<file path="src/rtl/fp_pkg.sv">
// Shared IEEE-754 single-precision field widths, operand classes and converter states.
// Pure declarations; no logic, no latency.
// Used by fp_unpack and fp_to_fixed, and later by the adder.
package fp_pkg;

  localparam int EXP_W  = 8;
  localparam int MANT_W = 23;
  localparam int BIAS   = 127;

  typedef enum logic [1:0] {
    ZERO,
    NORMAL,
    INF,
    NAN
  } fp_class_t;

  typedef enum logic [1:0] {
    LOAD,
    SHIFT,
    FINISH,
    DONE
  } state_t;

endpackage

</file>
<file path="src/rtl/fp_unpack.sv">
// Splits an IEEE-754 single into sign, exponent, hidden-bit mantissa and class.
// Purely combinational, zero latency.
// No flow control; outputs follow the input word.
module fp_unpack
  import fp_pkg::*;
(
  input  logic [EXP_W+MANT_W:0] word_i,
  output logic                  sign_o,
  output logic [EXP_W-1:0]      exp_o,
  output logic [MANT_W:0]       mant_o,
  output fp_class_t             cls_o
);

  logic [MANT_W-1:0] frac;

  // Field split and classification; denormals count as zero here.
  always_comb begin
    frac   = word_i[MANT_W-1:0];
    sign_o = word_i[EXP_W+MANT_W];
    exp_o  = word_i[EXP_W+MANT_W-1:MANT_W];
    mant_o = {(exp_o != '0), frac};
    if (exp_o == '0) begin
      cls_o = ZERO;
    end else if (exp_o == '1) begin
      cls_o = (frac != '0) ? NAN : INF;
    end else begin
      cls_o = NORMAL;
    end
  end

endmodule

</file>
<file path="src/rtl/fp_to_fixed.sv">
// Converts an IEEE-754 single to saturated signed fixed point (Q(WIDTH-FRAC_BITS).FRAC_BITS).
// Latency: 1 + |sh| + 1 edges after reset falls; 2 edges for zero/special/saturating inputs.
// No backpressure: reset release starts one conversion, done holds until next reset.
// Optional FP_TO_FIXED_ROUND_NEAREST_EN: round half away from zero instead of truncating.
module fp_to_fixed
  import fp_pkg::*;
#(
  parameter int WIDTH     = 16,
  parameter int FRAC_BITS = 15
) (
  input  logic                    clk,
  input  logic                    reset,
  input  logic [31:0]             dataa,
  output logic signed [WIDTH-1:0] result,
  output logic                    done
);

  // Shift amount that lines the hidden-bit mantissa up with the output LSB.
  localparam logic signed [9:0] SH_BASE = 10'(BIAS + MANT_W - FRAC_BITS);
  localparam logic signed [9:0] SH_MAX  = 10'(WIDTH - 25);
  localparam logic signed [9:0] SH_MIN  = 10'(-23);
  localparam logic [32:0]       MAG_MAX = (33'd1 << (WIDTH - 1)) - 33'd1;
  localparam logic [WIDTH-1:0]  POS_MAX = {1'b0, {(WIDTH-1){1'b1}}};
  localparam logic [WIDTH-1:0]  NEG_MAX = {1'b1, {(WIDTH-1){1'b0}}};

  logic              in_sign;
  logic [EXP_W-1:0]  in_exp;
  logic [MANT_W:0]   in_mant;
  fp_class_t         in_cls;

  state_t            state_q, state_d;
  logic              sign_q, sign_d;
  logic              left_q, left_d;
  logic [31:0]       acc_q, acc_d;
  logic [4:0]        cnt_q, cnt_d;
  logic [WIDTH-1:0]  result_q, result_d;
  logic              done_q, done_d;
  logic              rnd_q;
`ifdef FP_TO_FIXED_ROUND_NEAREST_EN
  logic              rnd_d;
`endif

  logic signed [9:0] sh_c;
  logic [9:0]        sh_abs_c;
  logic [32:0]       mag_c;

  fp_unpack u_unpack (
    .word_i (dataa),
    .sign_o (in_sign),
    .exp_o  (in_exp),
    .mant_o (in_mant),
    .cls_o  (in_cls)
  );

  // Next-state logic: classify at LOAD, walk the shift, then round/clamp/negate once.
  always_comb begin
    state_d  = state_q;
    sign_d   = sign_q;
    left_d   = left_q;
    acc_d    = acc_q;
    cnt_d    = cnt_q;
    result_d = result_q;
    done_d   = done_q;
`ifdef FP_TO_FIXED_ROUND_NEAREST_EN
    rnd_d    = rnd_q;
`endif
    sh_c     = $signed({2'b00, in_exp}) - SH_BASE;
    sh_abs_c = sh_c[9] ? 10'(-sh_c) : 10'(sh_c);
    mag_c    = {1'b0, acc_q} + {32'd0, rnd_q};

    unique case (state_q)
      LOAD: begin
        sign_d  = in_sign;
        left_d  = ~sh_c[9];
        acc_d   = {8'd0, in_mant};
        cnt_d   = sh_abs_c[4:0];
        state_d = FINISH;
        if (in_cls == ZERO) begin
          acc_d = '0;
        end else if (in_cls == NAN) begin
          // NaN has no meaningful sign; always report +max.
          sign_d = 1'b0;
          acc_d  = '1;
        end else if (in_cls == INF || sh_c > SH_MAX) begin
          // Any magnitude above MAG_MAX makes FINISH clamp by sign.
          acc_d = '1;
        end else if (sh_c < SH_MIN) begin
          acc_d = '0;
        end else if (sh_abs_c != 10'd0) begin
          state_d = SHIFT;
        end
      end
      SHIFT: begin
        acc_d = left_q ? (acc_q << 1) : (acc_q >> 1);
`ifdef FP_TO_FIXED_ROUND_NEAREST_EN
        if (!left_q) rnd_d = acc_q[0];
`endif
        cnt_d = cnt_q - 5'd1;
        if (cnt_q == 5'd1) state_d = FINISH;
      end
      FINISH: begin
        if (mag_c > MAG_MAX) begin
          result_d = sign_q ? NEG_MAX : POS_MAX;
        end else begin
          result_d = sign_q ? -mag_c[WIDTH-1:0] : mag_c[WIDTH-1:0];
        end
        done_d  = 1'b1;
        state_d = DONE;
      end
      DONE: begin
        state_d = DONE;
      end
      default: state_d = LOAD;
    endcase
  end

  // State registers; reset aborts any conversion and clears everything at once.
  always_ff @(posedge clk or posedge reset) begin
    if (reset) begin
      state_q  <= LOAD;
      sign_q   <= 1'b0;
      left_q   <= 1'b0;
      acc_q    <= '0;
      cnt_q    <= '0;
      result_q <= '0;
      done_q   <= 1'b0;
    end else begin
      state_q  <= state_d;
      sign_q   <= sign_d;
      left_q   <= left_d;
      acc_q    <= acc_d;
      cnt_q    <= cnt_d;
      result_q <= result_d;
      done_q   <= done_d;
    end
  end

`ifdef FP_TO_FIXED_ROUND_NEAREST_EN
  // Last bit shifted out to the right, added back at FINISH.
  always_ff @(posedge clk or posedge reset) begin
    if (reset) rnd_q <= 1'b0;
    else       rnd_q <= rnd_d;
  end
`else
  assign rnd_q = 1'b0;
`endif

  assign result = result_q;
  assign done   = done_q;

endmodule

</file>
<file path="config.mk">
export PLATFORM = sky130hd
export DESIGN_NAME = fp_to_fixed
export DESIGN_NICKNAME = d
export VERILOG_FILES = /design/src/rtl/fp_pkg.sv /design/src/rtl/fp_unpack.sv /design/src/rtl/fp_to_fixed.sv
export SDC_FILE = /design/constraint.sdc
export NUM_CORES = 1
export LEC_CHECK = 0
export ABC_AREA = 1
export BUFFER_PORTS_ARGS = -buffer_cell sky130_fd_sc_hd__buf_2
export CORE_ASPECT_RATIO = 1.25
export CORE_MARGIN = 8
export CORE_UTILIZATION = 50
export DETAILED_ROUTE_END_ITERATION = 16
export GPL_TIMING_DRIVEN = 0
export MAX_ROUTING_LAYER = met4
export PLACE_DENSITY_LB_ADDON = 0.25
export SYNTH_ARGS = -nofsm -noshare
export SYNTH_HDL_FRONTEND = slang
export SYNTH_SLANG_ARGS = --single-unit
</file>
<file path="constraint.sdc">
create_clock -name clk -period 2.6 [get_ports clk]
set_input_delay 0.13 -clock clk [delete_from_list [all_inputs] [get_ports clk]]
set_output_delay 0.13 -clock clk [all_outputs]
set_load 0.1 [all_outputs]
</file>
# Word-level counts from Yosys, hierarchy flattened
# Cells that the tools add are included.
# word_totals
regBits	58
latch_bits	0
ramBits	0
rom_bits	0
input_bits	34
n_memories	0
# classes
addsub	4
n_mul	0
div	0
magnitude_cmp	3
eq_ne	8
shifts	0
mux	23
n_bitwise	1
n_reduce_logical	9
# ops
op	n
$mux W32	4
$pmux W32 S2	1
$mux W16	3
$gt A32 B15 Y1 const B	1
$mux W24	1
$reduce_bool A23 Y1	1
$mux W2	8
$neg A16 Y16	1
$mux W10	1
$neg A9 Y10	1
$pmux W5 S2	1
$reduce_bool A10 Y1	1
$gt A9 B5 Y1 const B	1
$lt A9 B6 Y1 const B	1
$sub A8 B8 Y9 const B	1
$eq A2 B2 Y1 const B	4
$eq A8 B8 Y1 const B	1
$logic_not A8 Y1	1
$reduce_bool A8 Y1	1
$pmux W2 S3	1
$eq A5 B1 Y1 const B	1
$sub A5 B1 Y5 const B	1
$logic_not A2 Y1	2
$mux W1	3
6 further kinds	6

# Logic depth before layout (Yosys ltp)
# Gate-level depths: netlist of the first run.
# logic_depth
ltp_word	10
depth_mapped	13
mapped_depth_nobuf	13

# By module
# A second synthesis of the first run with hierarchy kept.
# hier_totals
cells_unflattened	666
area_unflattened_um2	4434.3
# by_module_without_submodules
mod	n_inst	cells_per_inst	area_per_inst_um2	seq_area_each_um2
fp_to_fixed	1	591	4018.9	1451.4
fp_unpack	1	75	415.4	0.0

# Worst setup path after synthesis of the first run
# OpenSTA, ideal clock, no wires.
# synth_timing
path_kind	reg-to-reg
from	reg acc_q[1]
to	reg result_q[12] (netlist: result[12])
setup_ns	0.120
t_arrival_ns	1.604
t_required_ns	2.480
slack_ns	0.876
stages_incl_launch_ff	13
path_buffers	0
period_less_slack_ns	1.724
cell_sequence	dfrtp_1 inv_1 ha_1 nand3_1 nor2_1 nand2_1 nor2_1 nand3_1 or2_2 nand2_1 nand2_1 nand3_1 nand2_1
# synth_between
elab_chain_len	3
# synth_lines
item	line_no	text
start, declared	fp_to_fixed.sv:34	logic [31:0] acc_q, acc_d;
start signal, assigned	fp_to_fixed.sv:123	acc_q <= '0;
start signal, assigned	fp_to_fixed.sv:131	acc_q <= acc_d;
$neg A16 Y16	fp_to_fixed.sv:105	result_d = sign_q ? -mag_c[WIDTH-1:0] : mag_c[WIDTH-1:0];
$mux W16	fp_to_fixed.sv:105	
$mux W16 (*)	fp_to_fixed.sv:102	if (mag_c > MAG_MAX) begin
end signal, assigned	fp_to_fixed.sv:133	result_q <= result_d;
end, declared	fp_to_fixed.sv:36	logic [WIDTH-1:0] result_q, result_d;
# Mark *: on every way between the ends. The rest lies on a longest branch, timed or not.
# A chain may end at the register's enable or synchronous reset.

# Worst setup path in the final report of the first run
# Ends and elaborated chain as after synthesis.

==> results of run 1 <==
-- routing by layer --
metal | part of all wire (%) | wire, um | vias up
met5 | 0 | 0 | -
met4 | 2.7 | 261 | 0
li1 | - | - | 1859
met3 | 4.4 | 431 | 21
met1 | 39 | 3760 | 1720
met2 | 54 | 5240 | 96
-- sequential cells by signal, summed over array words and instances, names as in the netlist --
| register | cells |
|---|---|
| acc_q | 32 |
| cnt_q | 5 |
| done | 1 |
| left_q | 1 |
| result | 16 |
| sign_q | 1 |
| state_q | 2 |
-- cells in the final DEF (no fill, tap or decap), drive strengths merged, types with 3 or more instances in the layout --
cell and n:
nand3b 4, ha 6, nand3 62, nand2 120
o211ai 3, dlygate4sd3 3, nor3 5, clkbuf 27
dfrtp 58, a21oi 76, inv 52, nor2 44
or2 4, o21ai 32, nand4 5, xor2 6
nor4 6, buf 59, a31oi 3
-- per-stage QoR --
| stage | instances | total power, mW | worst slack, ns | cell area, sq um | hold WS (ns) |
|---|---|---|---|---|---|
| 2_1_floorplan | 518 | 4.04 | 0.876 | 3770 | 0.250 |
| 3_3_place_gp | 660 | 4.59 | 0.340 | 4140 | 0.355 |
| 3_5_place_dp | 661 | 4.67 | 0.586 | 4160 | 0.155 |
| 4_1_cts | 678 | 5.52 | 0.618 | 4380 | 0.00336 |
| 5_1_grt | 678 | 5.90 | 0.406 | 4380 | 0.0108 |
| 6_report | 678 | 5.51 | 0.625 | 4380 | 0.00695 |
-- where the power goes --
| group | leakage [nW] | switching [mW] | internal (mW) |
|---|---|---|---|
| logic | 1.40 | 2.17 | 0.797 |
| clock network | 0.101 | 0.359 | 0.481 |
| registers | 0.692 | 0.359 | 1.34 |
-- area by class of cell --
cell class                 count  area (sq um)
tap                           92           115
multi-input combinational    384          2010
timing repair buffer          54           300
clock inverter                 3          40.0
buffer                        24           119
clock buffer                  11           151
inverter                      52           195
fill                         716          2980
sequential                    58          1450
-- path summary, 6_finish.rpt --
| kind | cells past startpoint | startpoint | endpoint |
|---|---|---|---|
| setup / recovery | 12 | acc_q[1] | result[12] |
| hold / removal | 3 | dataa[16] | acc_q[16] |
| setup reg to reg | 12 | acc_q[1] | result[12] |
| hold reg to reg | 1 | done | done |
| max in group asynchronous | 4 | reset | acc_q[5] |
| min in group asynchronous | 3 | reset | result[13] |
-- timing repair --
| action | CTS | global route |
|---|---|---|
| hold endpoints to repair | 20 | 0 |
| gates resized for setup | 0 | 0 |
| hold buffers | 3 | 0 |
-- cells by family (layout without fill, tap and decap cells) --
| logic type | count (synthesis) | count (layout) | synth area share, % |
|---|---|---|---|
| AO/OA/AOI/OAI | 119 | 119 | 16.9 |
| adder cells (fa/ha/maj) | 6 | 6 | 1.99 |
| AND/OR/NAND/NOR | 252 | 252 | 32.4 |
| flip-flops | 58 | 58 | 38.5 |
| XOR/XNOR | 7 | 7 | 1.82 |
| buffers and inverters | 76 | 144 | 8.33 |
-- worst min-delay path, stage by stage --
cell and delay, ns:
buf_2 0.08, nand2_1 0.06, nand3_2 0.05
-- synth_stat cells, drive strengths merged --
library cell	n	share of area (%)
nand4	5	0.99
nand2	120	12
a32oi	2	0.46
clkbuf	16	1.6
xnor2	1	0.43
nor3	5	0.66
dfrtp	58	38
inv	52	5.2
o21ai	32	4.3
a22o	1	0.23
nand3	62	11
o211ai	3	0.60
o221ai	1	0.23
nor2	44	4.8
nand3b	4	0.80
a31oi	3	0.50
xor2	6	1.4
or2	4	0.66
nor4	6	1.0
and3	1	0.17
ha	6	2.0
a21oi	76	10
and2	1	0.17
a22oi	1	0.20
buf	8	1.6
==> metrics.md, run 1 <==
| Metric | Value |
|---|---|
| Status | completed |
| Clock skew | 0.0150 ns |
| Leakage Power | 2.19 nW |
| Max_cap viols | 0 |
| Die ar. | 10600 sq um |
| Ratio of cells with drive above 1 in the final layout | 18.4% |
| Gpl congestion | 0.845 |
| Crit path max-delay family | simple AND/OR/NAND/NOR gates |
| DR vias/cell | roughly 5.5 |
| WP data required | 2.84 ns |
| TritonCTS clock tree | built |
| CP max stage delay | 0.41 ns |
| Vias | 3696 |
| Post-Syn Instances | between 500 and 600 |
| Post-route DRC | 0 |
| Post-route minimum period | 1.98 ns |
| Initial antenna violation count | 0 |
| Setup TNS | 0 ns |
| YS warnings | 0 |
| VDD IR max | slightly below 0.9 mV |
| Worst slew pin tran | 0.585 ns |
| Crit-path max FO | 4 |
| Slew Limit Headroom | between 60% and 70% |
| Number of global-route vias before repair | 3702 |
| Number of port buffers | 50 |
| Distinct cell type count of the synthesized netlist | 35 |
| Syn Area/Cell | 7.28 sq um |
| Num Clock Sinks | a little under 60 |
| Setup slack, reg-to-reg | 0.62 ns |
| Setup-failing EPs final | 0 |
| Tcrit/Tclk final | 76.0% |
| Die Wd | 93.7 um |
| Unrepaired setup endpoints after global routing | no |
| CTS root buffer | clkbuf_8 |
| DRT Wirelength | 9700 um |
| Chip height | 113 um |
| # Post-CTS Setup Buffers | 0 |
| H-tree depth | 3 |
| Crit path cell chain | inv_1, ha_1, nand3_1, nor2_1, nand2_1, nor2_1, nand3_1, or2_2, nand2_1, nand2_1, nand3_1, nand2_1 |
| Startpoint types | flip-flop |
| GRT overflow | 0 |
| CORE AREA | about 7400 sq um |
| Most used routing layer | met2 |
| I/O pin count | between 50 and 60 |
| Fin util | 59.5% |
| Slew Viols, Final | 0 |
| HPWL after DPL | 7380 um |
| Post-synthesis sequential area ratio | 38.5% |
| CP Capture Type | flip-flop |
| GR Layer Usage met3 | around 3.7% |
| Fmax achieved | 506 MHz |
| Synthesis-to-finish area growth | 16.1% |
| Global-route met1 utilization | about a fifth |
| Top cell by count, worst path | nand2_1 |
| Met2 Usage GRT | 34.8% |
| Pwr/cell area | 1260 nW/um^2 |
| Initial core utilization | 51.3% |
| First-pass GRT wire length | 15900 um |
| Nets | 623 |
| Antenna Violating Nets Remaining | 0 |
| Pre-antenna DRT Iters | 5 |
| Avg WL per Cell | 14.3 um |
| Synth Register Bits | 58 |
| CP arrival | 2.22 ns |
| Largest net degree at the start of global routing | 41 |
| ANT cells | 0 |
| Min-delay worst type | input port to flip-flop |
| Rows | 35 |
| Post-synthesis net count | 558 |
| Synthesized cell area | around 3800 sq um |
| Worst path slowest cell | dfrtp_1 |
| Gr usage total | ~19% |
| Clock Latency Late Sink | around 0.35 ns |
| Drt first-iter violations | ~180 |
| CTS Buf Count | 9 |
| CP Class | flip-flop to flip-flop |
| CP bufs+invs | 1 |
| Final Hold Viols | 0 |
| Clock buffer depth | 2 |
| Worst-path clk slew | roughly 0.070 ns |
Note: power is estimated with default switching activity, not from simulation.
==> inputs of run 2 (changes only) <==
- clock period: 2.6 -> 1.8 ns (I/O delays scaled with it)
==> metrics.md, run 2 (synthesis gave the netlist of run 1 again) <==
| Metric | Value |
|---|---|
| WP data required | 2.04 ns (was 2.84 ns) |
| H-tree depth | 3 (unchanged) |
| Number of port buffers | 50 (unchanged) |
| Largest net degree at the start of global routing | 41 (unchanged) |
| CP Capture Type | flip-flop (unchanged) |
| Fin area | 4700 sq um (was 4380 sq um) |
| Commonest non-fill, non-tap cells in the layout | 116 x nand2_1, 75 x a21oi_1, 58 x dfrtp_1 (was 117 x nand2_1, 75 x a21oi_1, 58 x dfrtp_1) |
| Pre-antenna DRT Iters | 5 (unchanged) |
| I/O pin count | 51 (unchanged) |
| Ratio of cells with drive above 1 in the final layout | 21.8% (was 18.4%) |
| Fillers | 668 (was 716) |
| Antenna Violating Nets Remaining | 0 (unchanged) |
| Die ar. | 10600 sq um (unchanged) |
| Startpoint types | flip-flop (unchanged) |
| Status | completed (unchanged) |
| Num Clock Sinks | 58 (unchanged) |
| Tcrit/Tclk final | 97.5% (was 76.0%) |
| Most common cell after layout, fill and taps aside | nand2_1 (unchanged) |
| DRT Wirelength | 10200 um (was 9700 um) |
| CP max stage delay | 0.41 ns (about the same) |
| Min-delay worst type | input port to flip-flop (unchanged) |
| Worst path slowest cell | dfrtp_1 (unchanged) |
| Chip height | 113 um (unchanged) |
| Worst-path clk slew | 0.07 ns (about the same) |
| Worst slew pin tran | 0.548 ns (was 0.585 ns) |
| Sw Ratio | 52.4% (was 52.5%) |
| Rows | 35 (unchanged) |
| Clock buffer depth | 2 (unchanged) |
| Nets | 648 (was 623) |
| CORE AREA | 7360 sq um (unchanged) |
| Register Area | 1450 sq um (unchanged) |
| Gr usage total | 19.8% (was 19.2%) |
| Clock Latency Late Sink | 0.35 ns (about the same) |
| CTS root buffer | clkbuf_8 (unchanged) |
| Die Wd | 93.7 um (unchanged) |
| Final Hold Viols | 0 (unchanged) |
| Crit path max-delay family | simple AND/OR/NAND/NOR gates (unchanged) |
| Gpl congestion | 0.845 (unchanged) |
| Unrepaired setup endpoints after global routing | yes (was no) |
| CP arrival | 2.00 ns (was 2.22 ns) |
| CP bufs+invs | 1 (unchanged) |
| DR vias/cell | 5.45 (about the same) |
| Post-route DRC | 0 (unchanged) |
| Multi-input gate area | 2080 sq um (was 2010 sq um) |
| Max reg flops | 32 (unchanged) |
| First-pass GRT wire length | 16400 um (was 15900 um) |
| TritonCTS clock tree | built (unchanged) |
| Sequential share of power | 30.2% (was 30.8%) |
| Net Switching | 4.29 mW (was 2.89 mW) |
| CP Class | flip-flop to flip-flop (unchanged) |
| Avg WL per Cell | 14.4 um (was 14.3 um) |
| Initial antenna violation count | 0 (unchanged) |
| Largest register by flop count | acc_q (unchanged) |
| VDD IR max | 1.20 mV (was 0.872 mV) |
| Vias | 3829 (was 3696) |
| Power Total | 8.19 mW (was 5.51 mW) |
| P_int | 3.90 mW (was 2.61 mW) |
| Comb power frac | 55.0% (was 54.0%) |
| Top cell by count, worst path | nand2_1 (unchanged) |
| Setup TNS | 0 ns (unchanged) |
| Initial core utilization | 51.3% (unchanged) |
| Clock skew | 0.0155 ns (was 0.0150 ns) |
| HPWL after DPL | 7380 um (unchanged) |
| DP Area | 4160 sq um (unchanged) |
| GRT overflow | 0 (unchanged) |
| Crit-path max FO | 3 (was 4) |
| Fmax achieved | 570 MHz (was 506 MHz) |
| Leakage Power | 2.31 nW (was 2.19 nW) |
| Clock Power Share | 14.8% (was 15.3%) |
| Setup-failing EPs final | 0 (unchanged) |
| Crit path cell chain | inv_2, ha_4, nand3_4, nor2_4, nand2_2, nor2_4, nand3_2, or2_4, nand2_1, nand2_1, nand3_1, nand2_1 (was inv_1, ha_1, nand3_1, nor2_1, nand2_1, nor2_1, nand3_1, or2_2, nand2_1, nand2_1, nand3_1, nand2_1) |
| Synthesis-to-finish area growth | 24.6% (was 16.1%) |
| Drt first-iter violations | 168 (was 175) |
| ANT cells | 0 (unchanged) |
| Max_cap viols | 0 (unchanged) |
| Slew Limit Headroom | 63.5% (was 60.8%) |
| CTS Buf Count | 9 (unchanged) |
| Pwr/cell area | 1740 nW/um^2 (was 1260 nW/um^2) |
| Slew Viols, Final | 0 (unchanged) |
| Number of global-route vias before repair | 3774 (was 3702) |
| Post-route minimum period | 1.75 ns (was 1.98 ns) |
-- run 2: repair_timing --
| action | CTS | global route |
|---|---|---|
| hold buffers | 23 | 0 |
| pin swaps | 0 | 5 |
| gates resized for setup | 7 | 23 |
| endpoints found under the setup margin | 45 | 44 |
| endpoints found under the hold margin | 40 | 0 |
| buffers inserted | 0 | 5 |
-- run 2: worst reg2reg max path, delay by kind of cell, from the launching register on --
kind          cells  cell delay, ns
fa+ha+maj         1            0.16
buf+inv           1            0.10
flops             1            0.41
simple gates     10            0.97
-- run 2: layer usage --
metal | track usage, % | wire length [um] | share of wire [%] | vias up
li1 | - | - | - | 1903
met1 | 19.5 | 3870 | 38 | 1781
met2 | 35.3 | 5460 | 54 | 120
met3 | 3.58 | 501 | 4.9 | 25
met4 | 11.1 | 324 | 3.2 | 0
met5 | - | 0 | 0 | -
-- run 2: cell type report --
class	count	area share (%)
Sequential cell	58	30.9
Multi-Input combinational cell	384	44.3
Clock inverter	3	0.852
Inverter	52	4.15
Clock buffer	11	3.22
Buffer	24	2.74
Timing Repair Buffer	79	11.4
Tap cell	92	2.45
-- run 2: final timing paths --
kind | startpoint | slack (ns) | cells after the start | endpoint
max reg2reg | acc_q[1] | 0.05 | 12 | result[12]
min | dataa[22] | 0.01 | 3 | acc_q[22]
max in group asynchronous | reset | 0.94 | 4 | acc_q[6]
max | acc_q[1] | 0.05 | 12 | result[12]
min reg2reg | done | 0.48 | 1 | done
min in group asynchronous | reset | 0.29 | 3 | result[12]
-- run 2: power groups by stage --
stage	Combinational, mW	Clock [mW]	Sequential [mW]
6_report	4.50	1.21	2.47
3_5_place_dp	4.28	0	2.46
3_3_place_gp	4.20	0	2.43
2_1_floorplan	2.12	0	3.72
4_1_cts	4.36	1.23	2.44
5_1_grt	4.90	1.29	2.56
-- run 2: metrics by stage --
stage	util, %	setup WS (ns)	cells	hold slack [ns]
5_1_grt	63.9	-0.0809	703	0.00880
4_1_cts	62.4	-0.119	698	0.00870
3_5_place_dp	56.5	-0.174	661	0.115
2_1_floorplan	-	0.0761	518	0.210
3_3_place_gp	56.2	-0.420	660	0.315
6_report	63.9	0.0453	703	0.0121
